===== src/rtl/axis_arb_pkg.sv =====
// Shared types for the round-robin packet arbiter: FSM encoding, source-index
// width helper and the skid-entry layout {tid, tlast, tdata}.
package axis_arb_pkg;

   typedef enum logic [1:0] {
      ST_IDLE  = 2'd0,
      ST_GRANT = 2'd1,
      ST_DRAIN = 2'd2
   } arb_state_e;

   // Source index width; never narrower than one bit.
   function automatic int src_w(input int num_src);
      return (num_src <= 2) ? 1 : $clog2(num_src);
   endfunction

   // Skid entry is packed as {tid, tlast, tdata}.
   function automatic int skid_entry_w(input int sw, input int dw);
      return sw + 1 + dw;
   endfunction

endpackage


===== src/rtl/axis_skid_buffer.sv =====
// Two-entry skid buffer with registered outputs; in_ready depends only on the
// stored occupancy, so out_ready never reaches in_ready combinationally.
module axis_skid_buffer #(
   parameter int WIDTH = 8
) (
   input  logic             clk,
   input  logic             rst_n,
   input  logic             in_valid,
   output logic             in_ready,
   input  logic [WIDTH-1:0] in_data,
   output logic             out_valid,
   input  logic             out_ready,
   output logic [WIDTH-1:0] out_data,
   output logic             full
);

   logic [1:0]       count_q;
   logic [WIDTH-1:0] head_q;
   logic [WIDTH-1:0] tail_q;
   logic             push;
   logic             pop;

   assign full      = (count_q == 2'd2);
   assign in_ready  = !full;
   assign out_valid = (count_q != 2'd0);
   assign out_data  = head_q;
   assign push      = in_valid && !full;
   assign pop       = out_valid && out_ready;

   // head_q is always the oldest entry; tail_q only holds the second one.
   always_ff @(posedge clk or negedge rst_n) begin
      if (!rst_n) begin
         count_q <= 2'd0;
         head_q  <= '0;
         tail_q  <= '0;
      end else begin
         case (count_q)
            2'd0: begin
               if (push) begin
                  head_q  <= in_data;
                  count_q <= 2'd1;
               end
            end
            2'd1: begin
               if (push && pop) begin
                  head_q <= in_data;
               end else if (pop) begin
                  count_q <= 2'd0;
               end else if (push) begin
                  tail_q  <= in_data;
                  count_q <= 2'd2;
               end
            end
            default: begin
               if (pop) begin
                  head_q  <= tail_q;
                  count_q <= 2'd1;
               end
            end
         endcase
      end
   end

endmodule


===== src/rtl/axis_rr_packet_arbiter.sv =====
// Packet-granular round-robin arbiter: holds the grant from first beat to TLAST,
// truncates over-length packets and drains their remainder.
module axis_rr_packet_arbiter
   import axis_arb_pkg::*;
#(
   parameter  int NUM_SRC           = 4,
   parameter  int DATA_WIDTH        = 32,
   parameter  int STORAGE_IDX_WIDTH = 10,
   localparam int SRC_W             = src_w(NUM_SRC)
) (
   input  logic                          clk,
   input  logic                          reset,
   input  logic [NUM_SRC*DATA_WIDTH-1:0] S_AXI_TDATA,
   input  logic [NUM_SRC-1:0]            S_AXI_TVALID,
   output logic [NUM_SRC-1:0]            S_AXI_TREADY,
   input  logic [NUM_SRC-1:0]            S_AXI_TLAST,
   output logic [DATA_WIDTH-1:0]         M_AXI_TDATA,
   output logic                          M_AXI_TVALID,
   input  logic                          M_AXI_TREADY,
   output logic                          M_AXI_TLAST,
   output logic [SRC_W-1:0]              M_AXI_TID,
   input  logic                          enable,
   output logic                          busy,
   output logic                          pkt_done,
   output logic                          err_overlen,
   input  logic                          err_clr,
   output logic [1:0]                    state_dbg
);

   localparam int            EW        = skid_entry_w(SRC_W, DATA_WIDTH);
   localparam int            CW        = STORAGE_IDX_WIDTH;
   localparam logic [SRC_W:0] NUM_SRC_V = (SRC_W+1)'(NUM_SRC);

   arb_state_e           state_q, state_d;
   logic [SRC_W-1:0]     cur_src_q, cur_src_d;
   logic [SRC_W-1:0]     rr_last_q, rr_last_d;
   logic [CW-1:0]        beat_cnt_q, beat_cnt_d;
   logic                 pkt_done_q, pkt_done_d;
   logic                 err_q, err_set;

   logic [SRC_W:0]       start, sum;
   logic [2*NUM_SRC-1:0] dbl;
   logic [NUM_SRC-1:0]   rot;
   logic [SRC_W-1:0]     enc, pick_idx;
   logic                 pick_valid;

   logic                 sel_valid, sel_last, accept;
   logic [DATA_WIDTH-1:0] sel_data;
   logic                 skid_full, skid_in_ready, push, push_last;
   logic [EW-1:0]        push_entry, skid_out;

   // Round-robin pick: rotate so rr_last+1 sits at bit 0, take the lowest set
   // bit, then rotate the index back.
   always_comb begin
      start = {1'b0, rr_last_q} + (SRC_W+1)'(1);
      if (start == NUM_SRC_V) start = '0;
      dbl = {S_AXI_TVALID, S_AXI_TVALID} >> start;
      rot = dbl[NUM_SRC-1:0];
      enc = '0;
      for (int i = NUM_SRC-1; i >= 0; i--) begin
         if (rot[i]) enc = SRC_W'(i);
      end
      sum = {1'b0, enc} + start;
      if (sum >= NUM_SRC_V) sum = sum - NUM_SRC_V;
      pick_idx   = sum[SRC_W-1:0];
      pick_valid = |S_AXI_TVALID;
   end

   assign sel_valid = S_AXI_TVALID[cur_src_q];
   assign sel_last  = S_AXI_TLAST[cur_src_q];
   assign sel_data  = S_AXI_TDATA[cur_src_q*DATA_WIDTH +: DATA_WIDTH];
   assign accept    = sel_valid && (((state_q == ST_GRANT) && !skid_full) ||
                                    (state_q == ST_DRAIN));

   always_comb begin
      S_AXI_TREADY = '0;
      if (state_q == ST_GRANT) S_AXI_TREADY[cur_src_q] = !skid_full;
      else if (state_q == ST_DRAIN) S_AXI_TREADY[cur_src_q] = 1'b1;
   end

   always_comb begin
      state_d    = state_q;
      cur_src_d  = cur_src_q;
      rr_last_d  = rr_last_q;
      beat_cnt_d = beat_cnt_q;
      push       = 1'b0;
      push_last  = sel_last;
      pkt_done_d = 1'b0;
      err_set    = 1'b0;
      case (state_q)
         ST_IDLE: begin
            if (enable && pick_valid) begin
               cur_src_d  = pick_idx;
               rr_last_d  = pick_idx;
               beat_cnt_d = '0;
               state_d    = ST_GRANT;
            end
         end
         ST_GRANT: begin
            if (accept) begin
               push = 1'b1;
               if (sel_last) begin
                  beat_cnt_d = beat_cnt_q + CW'(1);
                  pkt_done_d = 1'b1;
                  state_d    = ST_IDLE;
               end else if (&beat_cnt_q) begin
                  // Last storable beat: close the packet on M and discard the rest.
                  push_last  = 1'b1;
                  err_set    = 1'b1;
                  pkt_done_d = 1'b1;
                  state_d    = ST_DRAIN;
               end else begin
                  beat_cnt_d = beat_cnt_q + CW'(1);
               end
            end
         end
         ST_DRAIN: begin
            if (accept && sel_last) state_d = ST_IDLE;
         end
         default: state_d = ST_IDLE;
      endcase
   end

   always_ff @(posedge clk or negedge reset) begin
      if (!reset) begin
         state_q    <= ST_IDLE;
         cur_src_q  <= '0;
         rr_last_q  <= SRC_W'(NUM_SRC-1);
         beat_cnt_q <= '0;
         pkt_done_q <= 1'b0;
         err_q      <= 1'b0;
      end else begin
         state_q    <= state_d;
         cur_src_q  <= cur_src_d;
         rr_last_q  <= rr_last_d;
         beat_cnt_q <= beat_cnt_d;
         pkt_done_q <= pkt_done_d;
         if (err_set) err_q <= 1'b1;
         else if (err_clr) err_q <= 1'b0;
      end
   end

   assign push_entry = {cur_src_q, push_last, sel_data};

   axis_skid_buffer #(.WIDTH(EW)) u_skid (
      .clk       (clk),
      .rst_n     (reset),
      .in_valid  (push),
      .in_ready  (skid_in_ready),
      .in_data   (push_entry),
      .out_valid (M_AXI_TVALID),
      .out_ready (M_AXI_TREADY),
      .out_data  (skid_out),
      .full      (skid_full)
   );

   assign {M_AXI_TID, M_AXI_TLAST, M_AXI_TDATA} = skid_out;
   assign busy        = (state_q != ST_IDLE) && skid_in_ready | (state_q != ST_IDLE);
   assign pkt_done    = pkt_done_q;
   assign err_overlen = err_q;
   assign state_dbg   = state_q;

endmodule


===== config.mk =====
export PLATFORM = sky130hd
export DESIGN_NAME = axis_rr_packet_arbiter
export DESIGN_NICKNAME = d
export VERILOG_FILES = /design/src/rtl/axis_arb_pkg.sv /design/src/rtl/axis_skid_buffer.sv /design/src/rtl/axis_rr_packet_arbiter.sv
export SDC_FILE = /design/constraint.sdc
export NUM_CORES = 1
export LEC_CHECK = 0
export ABC_AREA = 1
export CORE_MARGIN = 8
export CORE_UTILIZATION = 50
export CTS_CLUSTER_DIAMETER = 80
export DETAILED_ROUTE_END_ITERATION = 10
export PLACE_DENSITY = 0.87
export SLEW_MARGIN = 20
export SYNTH_ARGS = -nofsm -noshare
export SYNTH_HDL_FRONTEND = slang
export SYNTH_SLANG_ARGS = --single-unit

===== constraint.sdc =====
create_clock -name clk -period 5.1 [get_ports clk]
set_input_delay 0.765 -clock clk [delete_from_list [all_inputs] [get_ports clk]]
set_output_delay 0.765 -clock clk [all_outputs]
set_load 0.02 [all_outputs]

# After elaboration in Yosys (flattened, before gate mapping)

Index checks and enable logic that the tools add are counted.

Flip-flop bits (word level): 90
Bits of input ports: 141
Output and inout bits: 45
Logic and storage cells: 110

Add/subtract/negate cells: 4
Magnitude comparators: 3
Equality and inequality tests: 14
Shifts and indexed selects: 2
Mux-type cells: 48
Bitwise logic cells: 4
Reductions and logical operators: 26

Operator list:

| kind                                                   | count |
|---|---|
| variable part select 128 x 8 -> 32 bit                 | 1 |
| two-way mux 35 bit                                     | 3 |
| case mux 35 bit (2 select lines)                       | 1 |
| two-way mux 10 bit                                     | 4 |
| two-way mux 2 bit                                      | 15 |
| case mux 10 bit (2 select lines)                       | 1 |
| two-way mux 1 bit                                      | 16 |
| AND reduction 4 bit                                    | 4 |
| adder 10 x 1 -> 10 bit (second input constant)         | 1 |
| AND reduction 10 bit                                   | 1 |
| logical AND 1 bit                                      | 9 |
| two-way mux 4 bit                                      | 2 |
| nonzero test 2 bit                                     | 4 |
| >> shifter 8 x 3 -> 4 bit                              | 1 |
| inequality test 2 x 1 -> 1 bit (second input constant) | 3 |
| inequality test 2 bit (second input constant)          | 3 |
| case mux 2 bit (3 select lines)                        | 1 |
| AND 4 bit                                              | 1 |
| binary-select mux 1 bit (select 2 bit)                 | 2 |
| == test 2 x 1 -> 1 bit (second input constant)         | 2 |
| == test 2 bit (second input constant)                  | 2 |
| zero test 2 bit                                        | 2 |
| case mux 2 bit (2 select lines)                        | 1 |
| OR reduction 4 bit                                     | 1 |
| other kinds (19)                                       | 20 |

# Depth between registers and ports, before layout

Gate-level depths: netlist of run 1.

Word-level depth: 12
Depth in mapped cells: 14
Gate-level depth less buffers: 14

# Hierarchy

Synthesis of run 1 repeated with hierarchy kept, for this count alone.

Cell total of the unflattened synthesis: 744
Area, all modules: 5267.6 um2

By module, submodules not included:

| module                 | instances | cells an instance | area an instance (um2) | seq. area each (um2) |
|---|---|---|---|---|
| axis_skid_buffer       | 1         | 433               | 3331.9                 | 1801.7 |
| axis_rr_packet_arbiter | 1         | 311               | 1935.6                 | 452.9 |

# Worst setup path before layout of run 1

OpenSTA, ideal clock, no wires.

Kind: reg-to-output
Start point: register state_q[1], in the netlist state_dbg[1]
End point: output S_AXI_TREADY[0]
Arrival time: 1341 ps
Data required time: 4335 ps
Slack: 2994 ps
Cell stages (with the launch flop): 6
Buffers on the path: 0
Path through: dfrtp_1 -> inv_1 -> nand2_1 -> nor2_4 -> nor2_1 -> nor3_1

Cells in the longest elaborated chain, start to end: 3
Elaborated cells on any way between the ends: 4
Those cells by class: eq/ne (2); mux (2)

Ends and longest elaborated chain:

| item                   | line                          | RTL |
|---|---|---|
| from (decl)            | axis_rr_packet_arbiter.sv:34  | `arb_state_e state_q, state_d;` |
| from (signal assigned) | axis_rr_packet_arbiter.sv:133 | `state_q <= state_d;` |
| == test 2 bit          | axis_rr_packet_arbiter.sv:78  | `else if (state_q == ST_DRAIN) S_AXI_TREADY[cur_src_q] = 1'b1;` |
| two-way mux 4 bit      | axis_rr_packet_arbiter.sv:78  |  |
| two-way mux 4 bit (*)  | axis_rr_packet_arbiter.sv:77  | `if (state_q == ST_GRANT) S_AXI_TREADY[cur_src_q] = !skid_full;` |
| to (decl)              | axis_rr_packet_arbiter.sv:15  | `output logic [NUM_SRC-1:0] S_AXI_TREADY,` |

Mark *: on every way between the ends. The rest lies on a longest branch, timed or not.

# Worst setup path in the final report of run 1

Start point: register cur_src_q[0]
End point: output S_AXI_TREADY[3]

Cells in the longest elaborated chain, start to end: 6
Elaborated cells on any way between the ends: 8
Those cells by class: order compare (2); mux (4); bitwise (1); reduce/logical (1)

Ends and longest elaborated chain:

| item                                                                                                            | line                                                       | RTL |
|---|---|---|
| from (decl)                                                                                                     | axis_rr_packet_arbiter.sv:35                               | `logic [SRC_W-1:0] cur_src_q, cur_src_d;` |
| from (signal assigned)                                                                                          | axis_rr_packet_arbiter.sv:134                              | `cur_src_q <= cur_src_d;` |
| < comparator 2 x 3 -> 1 bit (not written as such) or greater-or-equal comparator 2 x 1 -> 1 bit (tied branches) | axis_rr_packet_arbiter.sv:77, axis_rr_packet_arbiter.sv:78 |  |
| logical AND 1 bit (not written as such)                                                                         | axis_rr_packet_arbiter.sv:77, axis_rr_packet_arbiter.sv:78 |  |
| two-way mux 1 bit (not written as such)                                                                         | axis_rr_packet_arbiter.sv:77, axis_rr_packet_arbiter.sv:78 |  |
| demux 1 bit (select 2 bit) (*)                                                                                  | axis_rr_packet_arbiter.sv:77, axis_rr_packet_arbiter.sv:78 |  |
| two-way mux 4 bit or AND 4 bit (tied branches)                                                                  | n/a                                                        |  |
| two-way mux 4 bit (*)                                                                                           | axis_rr_packet_arbiter.sv:77                               |  |

Marked as above.

==> flow_summary.yaml, run 1 <==
outcome:
  status: "completed"
clocking:
  clock_path_buffers: 2
  clock_tree.root_cell: "clkbuf_8"
  clk_pin_slew_ns: 0.09
  clk_latency_ns: 0.36
  htreeDepth: 3
  cts_made_buffers: 9
  cts_tree: "done"
  cts_setup_buffers: 0
  cts-resized-gates: 0
  ctsHoldBuffers: 0
  clock_sinks: 90
sta:
  final-hold-violation-count: 0
  tightestPinTransition_ns: 1.02
  fin_ws_ns: 1.93
  skew_ns: 0.0124
  slew_violations: 0
  tns_ns: 0
  worst_slew_margin_rel: 0.316
  fin_crit_ns: 3.17
  setup_viol: 0
  rsz0062_at_grt: "no"
  holdWs_ns: 0.379
  period_share: 0.621
  fmax_ghz: 0.316
place:
  io_buffers: 185
  place.gp.congestion: 0.829
  dp_slack_ns: 2.01
  hpwl_um: 11500
routing:
  firstDrtPassIters: 5
  drc_errors: 0
  vias: 5377
  first_iter_violations: 344
  ant_nets: 0
  viasPerCell: 5.18
  wirelength_um: 15900
  wl_per_cell_um: 15.3
floorplanning:
  die_h_um: 120
  rows: 38
  boundaryPins: 186
  die_x_um: 120
  die_area_um2: 14300
  initial_core_util: 0.505
  core_area_um2: 10700
synthesis:
  ys_warn_count: 0
  synthesis.area_um2: 5380
  syn_nets: 878
  syn_inst: 734
  seq_area_frac_synth: 0.419
  avgSynthCellArea_um2: 7.33
  ys_types: 31
  ys_ff_latch: 90
finish:
  final_common_cell: "nand2_1"
  final_nets: 1038
  drive_gt1_frac: 0.0790
  area_growth_syn_to_layout_pct: 37.0
  mostFrequentLayoutCells: "nand2_1, clkdlybuf4s50_1, dfrtp_1"
  n_antenna_cell: 0
flow_run:
  maxCapViolations: 0
power:
  clkPwrFrac: 0.123
  p_leak_uw: 0.00330
  vdd_drop_max_mv: 0.423
  p_int_uw: 2150
  comb_power_share: 0.580
  p_per_area_nw_per_um2: 554
  switching_share: 0.475
  sequentialPowerShare: 0.297
  p_sw_uw: 1940
worst_setup_path:
  crit_type: "flop to output port"
  worstPathMaxFanout: 46
  crit_path_start_kind: "flop"
  cp.required_ns: 4.34
  worstReg2RegStart: "cur_src_q[0]"
  cp-startpoint: "cur_src_q[0]"
  cp_data_arrival_time_ns: 2.40
  end_kind: "output port"
  r2r.worst_path.cells: 6
global_routing:
  grt_max_degree: 71
  grt_pass1_wl_um: 25500
  track_usage: 0.218
  antenna_found_initial: 0
  grt_pass1_vias: 5230
  grt_remaining_overflow: 0
min_path:
  hp-class: "input pin to asynchronous set/reset pin"
==> synth_stat cells <==
cell	number	area, µm²
or2_2	1	6.26
clkinv_1	1	3.75
dfstp_2	2	52.6
inv_2	5	18.8
o21bai_1	1	7.51
nand3_4	1	17.5
nor3_1	4	20.0
nor2_4	1	11.3
nand2_2	1	6.26
a31oi_1	1	6.26
o21ai_0	18	90.1
xor2_1	5	43.8
nor2_1	23	86.3
buf_2	19	95.1
clkbuf_1	4	15.0
nand4_1	36	225
a21oi_1	4	20.0
nand3_1	56	280
xnor2_1	1	8.76
nor2_2	6	37.5
dfrtp_1	88	2200
o21ai_1	40	200
nand2_4	3	33.8
ha_1	3	37.5
mux2i_1	13	130
inv_4	2	12.5
buf_6	8	90.1
o21ai_2	26	228
buf_4	10	75.1
inv_1	38	143
nand2_1	313	1170
==> worst max-delay path, stage by stage (launching register included) <==
cell and delay (ns):
dfrtp_2 1.02, nand2_1 0.22, nor2_1 0.18, clkdlybuf4s50_1 0.63
==> state kept, by name (all words and copies together), names as in the netlist <==
signal           flops
u_skid.tail_q       35
u_skid.out_data     35
u_skid.count_q       2
beat_cnt_q          10
err_overlen          1
cur_src_q            2
rr_last_q            2
pkt_done             1
state_dbg            2
==> routing by layer <==
layer	up-vias	part of all wire	global-route usage
li1	2701	-	-
met1	2483	0.43	0.268
met2	169	0.49	0.373
met3	24	0.052	0.0460
met4	0	0.027	0.0734
met5	-	0	0
==> cells by family after synthesis <==
group | count (synthesis) | synth area share
buffers and inverters | 87 | 0.0842
AND/OR/NAND/NOR | 445 | 0.353
AO/OA/AOI/OAI | 90 | 0.103
adder cells (fa/ha/maj) | 3 | 0.00698
multiplexers | 13 | 0.0242
XOR/XNOR | 6 | 0.00977
flip-flops | 90 | 0.419
==> power groups by stage <==
stage	Combinational [µW]	Sequential [µW]	Clock (µW)
2_1_floorplan	1590	1290	0
3_3_place_gp	2310	1220	0
3_5_place_dp	2370	1220	0
4_1_cts	2380	1210	513
5_1_grt	2620	1250	537
6_report	2370	1210	503
==> layout make-up <==
type | instances | area (µm²)
timing repair buffer | 190 | 1890
fill | 891 | 3280
sequential | 90 | 2260
clock inverter | 6 | 75.1
tap | 140 | 175
multi-input combinational | 557 | 2670
inverter | 46 | 178
clock buffer | 10 | 128
==> worst paths after layout <==
| kind | slack, ns | to |
|---|---|---|
| min reg2reg | 0.47 | rr_last_q[1] |
| min | 0.38 | u_skid.out_data[19] |
| max in group asynchronous | 3.71 | u_skid.out_data[5] |
| max reg2reg | 2.26 | u_skid.out_data[14] |
| min in group clk | 0.47 | rr_last_q[1] |
| max | 1.93 | S_AXI_TREADY[3] |
==> through the flow <==
| stage | instances | total power, µW | utilization | instance area, µm² |
|---|---|---|---|---|
| 3_3_place_gp | 1023 | 3530 | 0.673 | 7170 |
| 2_1_floorplan | 734 | 2880 | - | 5380 |
| 6_report | 1039 | 4080 | 0.692 | 7370 |
| 5_1_grt | 1039 | 4410 | 0.692 | 7370 |
| 4_1_cts | 1039 | 4110 | 0.692 | 7370 |
| 3_5_place_dp | 1023 | 3590 | 0.673 | 7170 |
Power figures use the tool's default switching activity.
==> run 2: changes to the inputs <==
--- a/config.mk
+++ b/config.mk
@@ -7,10 +7,10 @@
 export LEC_CHECK = 0
 export ABC_AREA = 1
 export CORE_MARGIN = 8
-export CORE_UTILIZATION = 50
+export CORE_UTILIZATION = 46
 export CTS_CLUSTER_DIAMETER = 80
 export DETAILED_ROUTE_END_ITERATION = 10
-export PLACE_DENSITY = 0.87
+export PLACE_DENSITY = 0.81
 export SLEW_MARGIN = 20
 export SYNTH_ARGS = -nofsm -noshare
 export SYNTH_HDL_FRONTEND = slang
==> constraint.sdc (replaced) <==
create_clock -name clk -period 3.3 [get_ports clk]
set_input_delay 0.495 -clock clk [delete_from_list [all_inputs] [get_ports clk]]
set_output_delay 0.495 -clock clk [all_outputs]
set_load 0.02 [all_outputs]
==> run 2 against run 1 <==
  * Register-to-register slack got worse by 1.1 ns
  * Combinational power rose by 58%
  * Total power rose by 61%
  * Clock-buffer cell count fell by 1
  * Sequential share of layout area fell by 0.72 points
  * Critical path type unchanged
  * Worst setup slack got worse by 1.3 ns
  * Critical endpoint is now S_AXI_TREADY[2]
  * Highest routed layer unchanged
  * Core utilization fell by 3.1 points
  * Routed wire length rose by 0.78%
==> flow_summary.yaml, run 2 (synthesis gave the netlist of run 1 again) <==
clocking:
  cts_tree: "done"
  cts_made_buffers: 9
  clk_latency_ns: 0.33
  cts_setup_buffers: 0
  ctsHoldBuffers: 0
  cts-resized-gates: 0
  clock_tree.root_cell: "clkbuf_16"
  clock_path_buffers: 2
  clk_pin_slew_ns: 0.06
  clock_sinks: 90
  htreeDepth: 3
worst_setup_path:
  crit_buf_inv: 2
  r2r-end: "u_skid.out_data[17]"
  worstPathMaxFanout: 11
  reg2reg_slack_ns: 1.12
  r2r.worst_path.cells: 6
  crit_path_start_kind: "flop"
  crit_family: "simple AND/OR/NAND/NOR gates"
  cp.required_ns: 2.80
  cpPeakStageDelay_ns: 0.64
  cp.depth: 6
  cp_slowest_cell: "clkdlybuf4s50_1"
  cp_data_arrival_time_ns: 2.19
  worstPathCellList: "inv_1 > nand2_1 > nor2_4 > nor2_1 > nor3_1 > clkdlybuf4s50_1"
  end_kind: "output port"
  worstReg2RegStart: "cur_src_q[0]"
  crit_type: "flop to output port"
place:
  hpwl_um: 11800
  io_buffers: 185
  place.gp.congestion: 0.824
  dp_cells: 1032
power:
  p_leak_uw: 0.00338
  vdd_drop_max_mv: 0.643
  p_total_uw: 6590
  p_per_area_nw_per_um2: 873
floorplanning:
  rows: 39
  die_h_um: 124
  boundaryPins: 186
  die_area_um2: 15400
  core_area_um2: 11400
  initial_core_util: 0.471
  die_x_um: 124
global_routing:
  track_usage: 0.210
  grt_max_degree: 91
  grt_remaining_overflow: 0
  grt_pass1_wl_um: 26000
  grt_pass1_vias: 5173
  antenna_found_initial: 0
sta:
  worst_slew_margin_rel: 0.508
  slew_violations: 0
  tightestPinTransition_ns: 0.737
  holdWs_ns: 0.182
  tns_ns: 0
  period_share: 0.814
  final-hold-violation-count: 0
  fin_crit_ns: 2.69
  setup_viol: 0
  rsz0062_at_grt: "no"
  skew_ns: 0.00543
  fmax_ghz: 0.372
min_path:
  hp-class: "input pin to asynchronous set/reset pin"
finish:
  n_antenna_cell: 0
  area_growth_syn_to_layout_pct: 40.3
  regArea_um2: 2260
  final_nets: 1044
  finalCoreUtilization: 0.661
  final_common_cell: "nand2_1"
  drive_gt1_frac: 0.0852
  mostFrequentLayoutCells: "nand2_1, clkdlybuf4s50_1, dfrtp_1"
  multiInputGateArea_um2: 2670
  stdcell_count: 1047
  fillers: 982
routing:
  ant_nets: 0
  wirelength_um: 16000
  firstDrtPassIters: 7
  wl_per_cell_um: 15.3
  first_iter_violations: 380
  vias: 5349
  drc_errors: 0
  viasPerCell: 5.11
flow_run:
  maxCapViolations: 0
outcome:
  status: "completed"
[run 2: power breakdown]
part / internal, µW / switching (µW) / total [µW] / leakage, µW
clock network: 585 / 421 / 1010 / 0.000138
registers: 1560 / 282 / 1840 / 0.00114
logic: 1450 / 2300 / 3750 / 0.00211
[run 2: area by class of cell]
cell class | instances | area share
Clock inverter | 6 | 0.00895
Clock buffer | 9 | 0.0298
Tap cell | 143 | 0.0237
Inverter | 46 | 0.0235
Multi-Input combinational cell | 557 | 0.354
Sequential cell | 90 | 0.299
Timing Repair Buffer | 196 | 0.261
[run 2: metrics by stage]
stage | area [µm²] | setup WS, ns
after CTS | 7550 | 0.597
after global routing | 7550 | 0.427
after global placement | 7250 | 1.02
after detailed placement | 7250 | 0.967
final | 7550 | 0.614
after floorplan | 5380 | 1.36
[run 2: per-layer routing]
| metal | track usage | up-vias | share of wire |
|---|---|---|---|
| met1 | 0.265 | 2475 | 0.43 |
| met5 | 0 | - | 0 |
| li1 | - | 2714 | - |
| met4 | 0.0639 | 0 | 0.013 |
| met3 | 0.0413 | 14 | 0.070 |
| met2 | 0.357 | 146 | 0.49 |
[run 2: worst max path at each step]
stage                 start         endpoint  slack, ns
2_1_floorplan  rr_last_q[0]     cur_src_q[1]       1.36
3_3_place_gp   state_dbg[1]  S_AXI_TREADY[2]       1.02
3_5_place_dp   state_dbg[1]  S_AXI_TREADY[0]       0.97
4_1_cts        state_dbg[1]  S_AXI_TREADY[0]       0.60
5_1_grt        state_dbg[1]  S_AXI_TREADY[0]       0.43
6_report       state_dbg[1]  S_AXI_TREADY[2]       0.61
==> run 3: changes to the inputs <==
--- a/config.mk
+++ b/config.mk
@@ -7,10 +7,10 @@
 export LEC_CHECK = 0
 export ABC_AREA = 1
 export CORE_MARGIN = 8
-export CORE_UTILIZATION = 46
+export CORE_UTILIZATION = 42
 export CTS_CLUSTER_DIAMETER = 80
 export DETAILED_ROUTE_END_ITERATION = 10
-export PLACE_DENSITY = 0.81
+export PLACE_DENSITY = 0.78
 export SLEW_MARGIN = 20
 export SYNTH_ARGS = -nofsm -noshare
 export SYNTH_HDL_FRONTEND = slang
==> constraint.sdc (replaced) <==
create_clock -name clk -period 2.2 [get_ports clk]
set_input_delay 0.33 -clock clk [delete_from_list [all_inputs] [get_ports clk]]
set_output_delay 0.33 -clock clk [all_outputs]
set_load 0.02 [all_outputs]
==> run 3 against run 2 <==
  * Sequential power up 48%
  * Cell count is 3.3% higher
  * Die area rose by 8.3%
  * Flip-flop and latch count stayed put
  * Clock skew up 0.0032 ns
  * First-iteration DRC count is 11% lower
  * Largest power group unchanged
==> flow_summary.yaml, run 3 (synthesis gave the netlist of run 1 again) <==
min_path:
  hp-class: "input pin to asynchronous set/reset pin"
routing:
  firstDrtPassIters: 4
  first_iter_violations: 340
  wl_per_cell_um: 14.7
  vias: 5256
  ant_nets: 0
  wirelength_um: 15900
  viasPerCell: 4.86
  drc_errors: 0
sta:
  tns_ns: 0
  tightestPinTransition_ns: 0.642
  setup_viol: 0
  skew_ns: 0.00860
  worst_slew_margin_rel: 0.572
  slew_violations: 0
  period_share: 0.931
  final-hold-violation-count: 0
  fin_crit_ns: 2.05
  fmax_ghz: 0.488
clocking:
  cts_tree: "done"
  clock_sinks: 90
  htreeDepth: 3
  clk_latency_ns: 0.33
  clk_pin_slew_ns: 0.06
  cts_made_buffers: 9
  ctsHoldBuffers: 0
  clock_path_buffers: 2
  clock_tree.root_cell: "clkbuf_16"
power:
  sequentialPowerShare: 0.269
  p_per_area_nw_per_um2: 1310
  p_int_uw: 5550
  vdd_drop_max_mv: 0.805
  switching_share: 0.450
  clkPwrFrac: 0.153
  p_leak_uw: 0.00345
  p_sw_uw: 4540
  comb_power_share: 0.578
worst_setup_path:
  worstPathCellList: "ha_4 > inv_1 > nand2_4 > nand2_1 > nand3_1 > nand2_1 > a31oi_1 > nor2_1 > ha_1 > xor2_1 > nand3_1 > nand3_2 > nand2_1"
  cp_slowest_cell: "dfstp_2"
  reg2reg_slack_ns: 0.15
  crit_buf_inv: 1
  cpMostUsedCell: "nand2_1"
  crit_type: "flop to flop"
  worstPathMaxFanout: 7
  end_kind: "flop"
  cpPeakStageDelay_ns: 0.57
  cp.required_ns: 2.43
  r2r-end: "cur_src_q[1]"
  worstReg2RegStart: "rr_last_q[0]"
  cp_data_arrival_time_ns: 2.28
  crit_path_start_kind: "flop"
  r2r.worst_path.cells: 13
  crit_family: "simple AND/OR/NAND/NOR gates"
place:
  post_dp_cell_area_um2: 7350
  place.gp.congestion: 0.820
  io_buffers: 185
  hpwl_um: 11600
floorplanning:
  initial_core_util: 0.428
  core_area_um2: 12600
  die_area_um2: 16700
  rows: 41
  boundaryPins: 186
  die_h_um: 129
  die_x_um: 129
finish:
  finalCoreUtilization: 0.612
  drive_gt1_frac: 0.0956
  area_growth_syn_to_layout_pct: 43.0
  final_nets: 1049
  mostFrequentLayoutCells: "nand2_1, clkdlybuf4s50_1, dfrtp_1"
  fin_area_um2: 7690
  n_antenna_cell: 0
  final_common_cell: "nand2_1"
global_routing:
  track_usage: 0.192
  grt_max_degree: 71
  grt_pass1_wl_um: 25700
  grt_pass1_vias: 5159
  antenna_found_initial: 0
  grt_remaining_overflow: 0
flow_run:
  maxCapViolations: 0
outcome:
  status: "completed"
## run 3: changes by cell type in the layout (fill, tap and decap cells not counted), moves of 2 or more
cell	before	now
clkdlybuf4s50_1	184	180
buf_4	9	11
buf_12	3	6
dlygate4sd2_1	0	4
## run 3: final cells by class
type / instances / area (µm²)
fill: 1119 / 4870
multi-input combinational: 557 / 2700
sequential: 90 / 2260
timing repair buffer: 201 / 2040
clock buffer: 10 / 239
tap: 172 / 215
inverter: 46 / 178
clock inverter: 6 / 63.8
## run 3: power by group through the flow
stage	Sequential (µW)	Clock (µW)	Combinational [µW]
after detailed placement	2730	0	5770
after CTS	2710	1600	5780
final	2720	1540	5830
after global routing	2800	1660	6490
after global placement	2710	0	5690
after floorplan	2990	0	3690
## run 3: repair_timing
action	4_1_cts	5_1_grt
setup buffers	0	1
gates cloned	0	0
resized for setup	4	7
setup endpoints to repair	4	2
pin swaps	0	4
## run 3: per-layer routing
metal	global-route usage	part of all wire	up-vias
met5	0	0	-
met4	0.0532	0.011	0
met3	0.0448	0.057	13
met2	0.319	0.49	131
met1	0.244	0.44	2388
li1	-	-	2724
## run 3: through the flow
| step | cells | worst slack (ns) | hold slack, ns | total power, µW |
|---|---|---|---|---|
| floorplan | 734 | 0.256 | 0.0344 | 6680 |
| global placement | 1065 | 0.174 | 0.398 | 8400 |
| detailed placement | 1065 | 0.112 | 0.402 | 8510 |
| CTS | 1081 | 0.103 | 0.0321 | 10100 |
| global route | 1082 | -0.0104 | 0.0498 | 11000 |
| finish | 1082 | 0.152 | 0.00959 | 10100 |
## run 3: worst max path at each step
stage	cells past startpoint	endpoint	slack (ns)	from
floorplan	13	cur_src_q[1]	0.26	rr_last_q[0]
global placement	13	cur_src_q[1]	0.17	rr_last_q[0]
detailed placement	13	cur_src_q[1]	0.11	rr_last_q[0]
CTS	13	cur_src_q[1]	0.10	rr_last_q[0]
global route	13	cur_src_q[1]	-0.01	rr_last_q[0]
finish	13	cur_src_q[1]	0.15	rr_last_q[0]
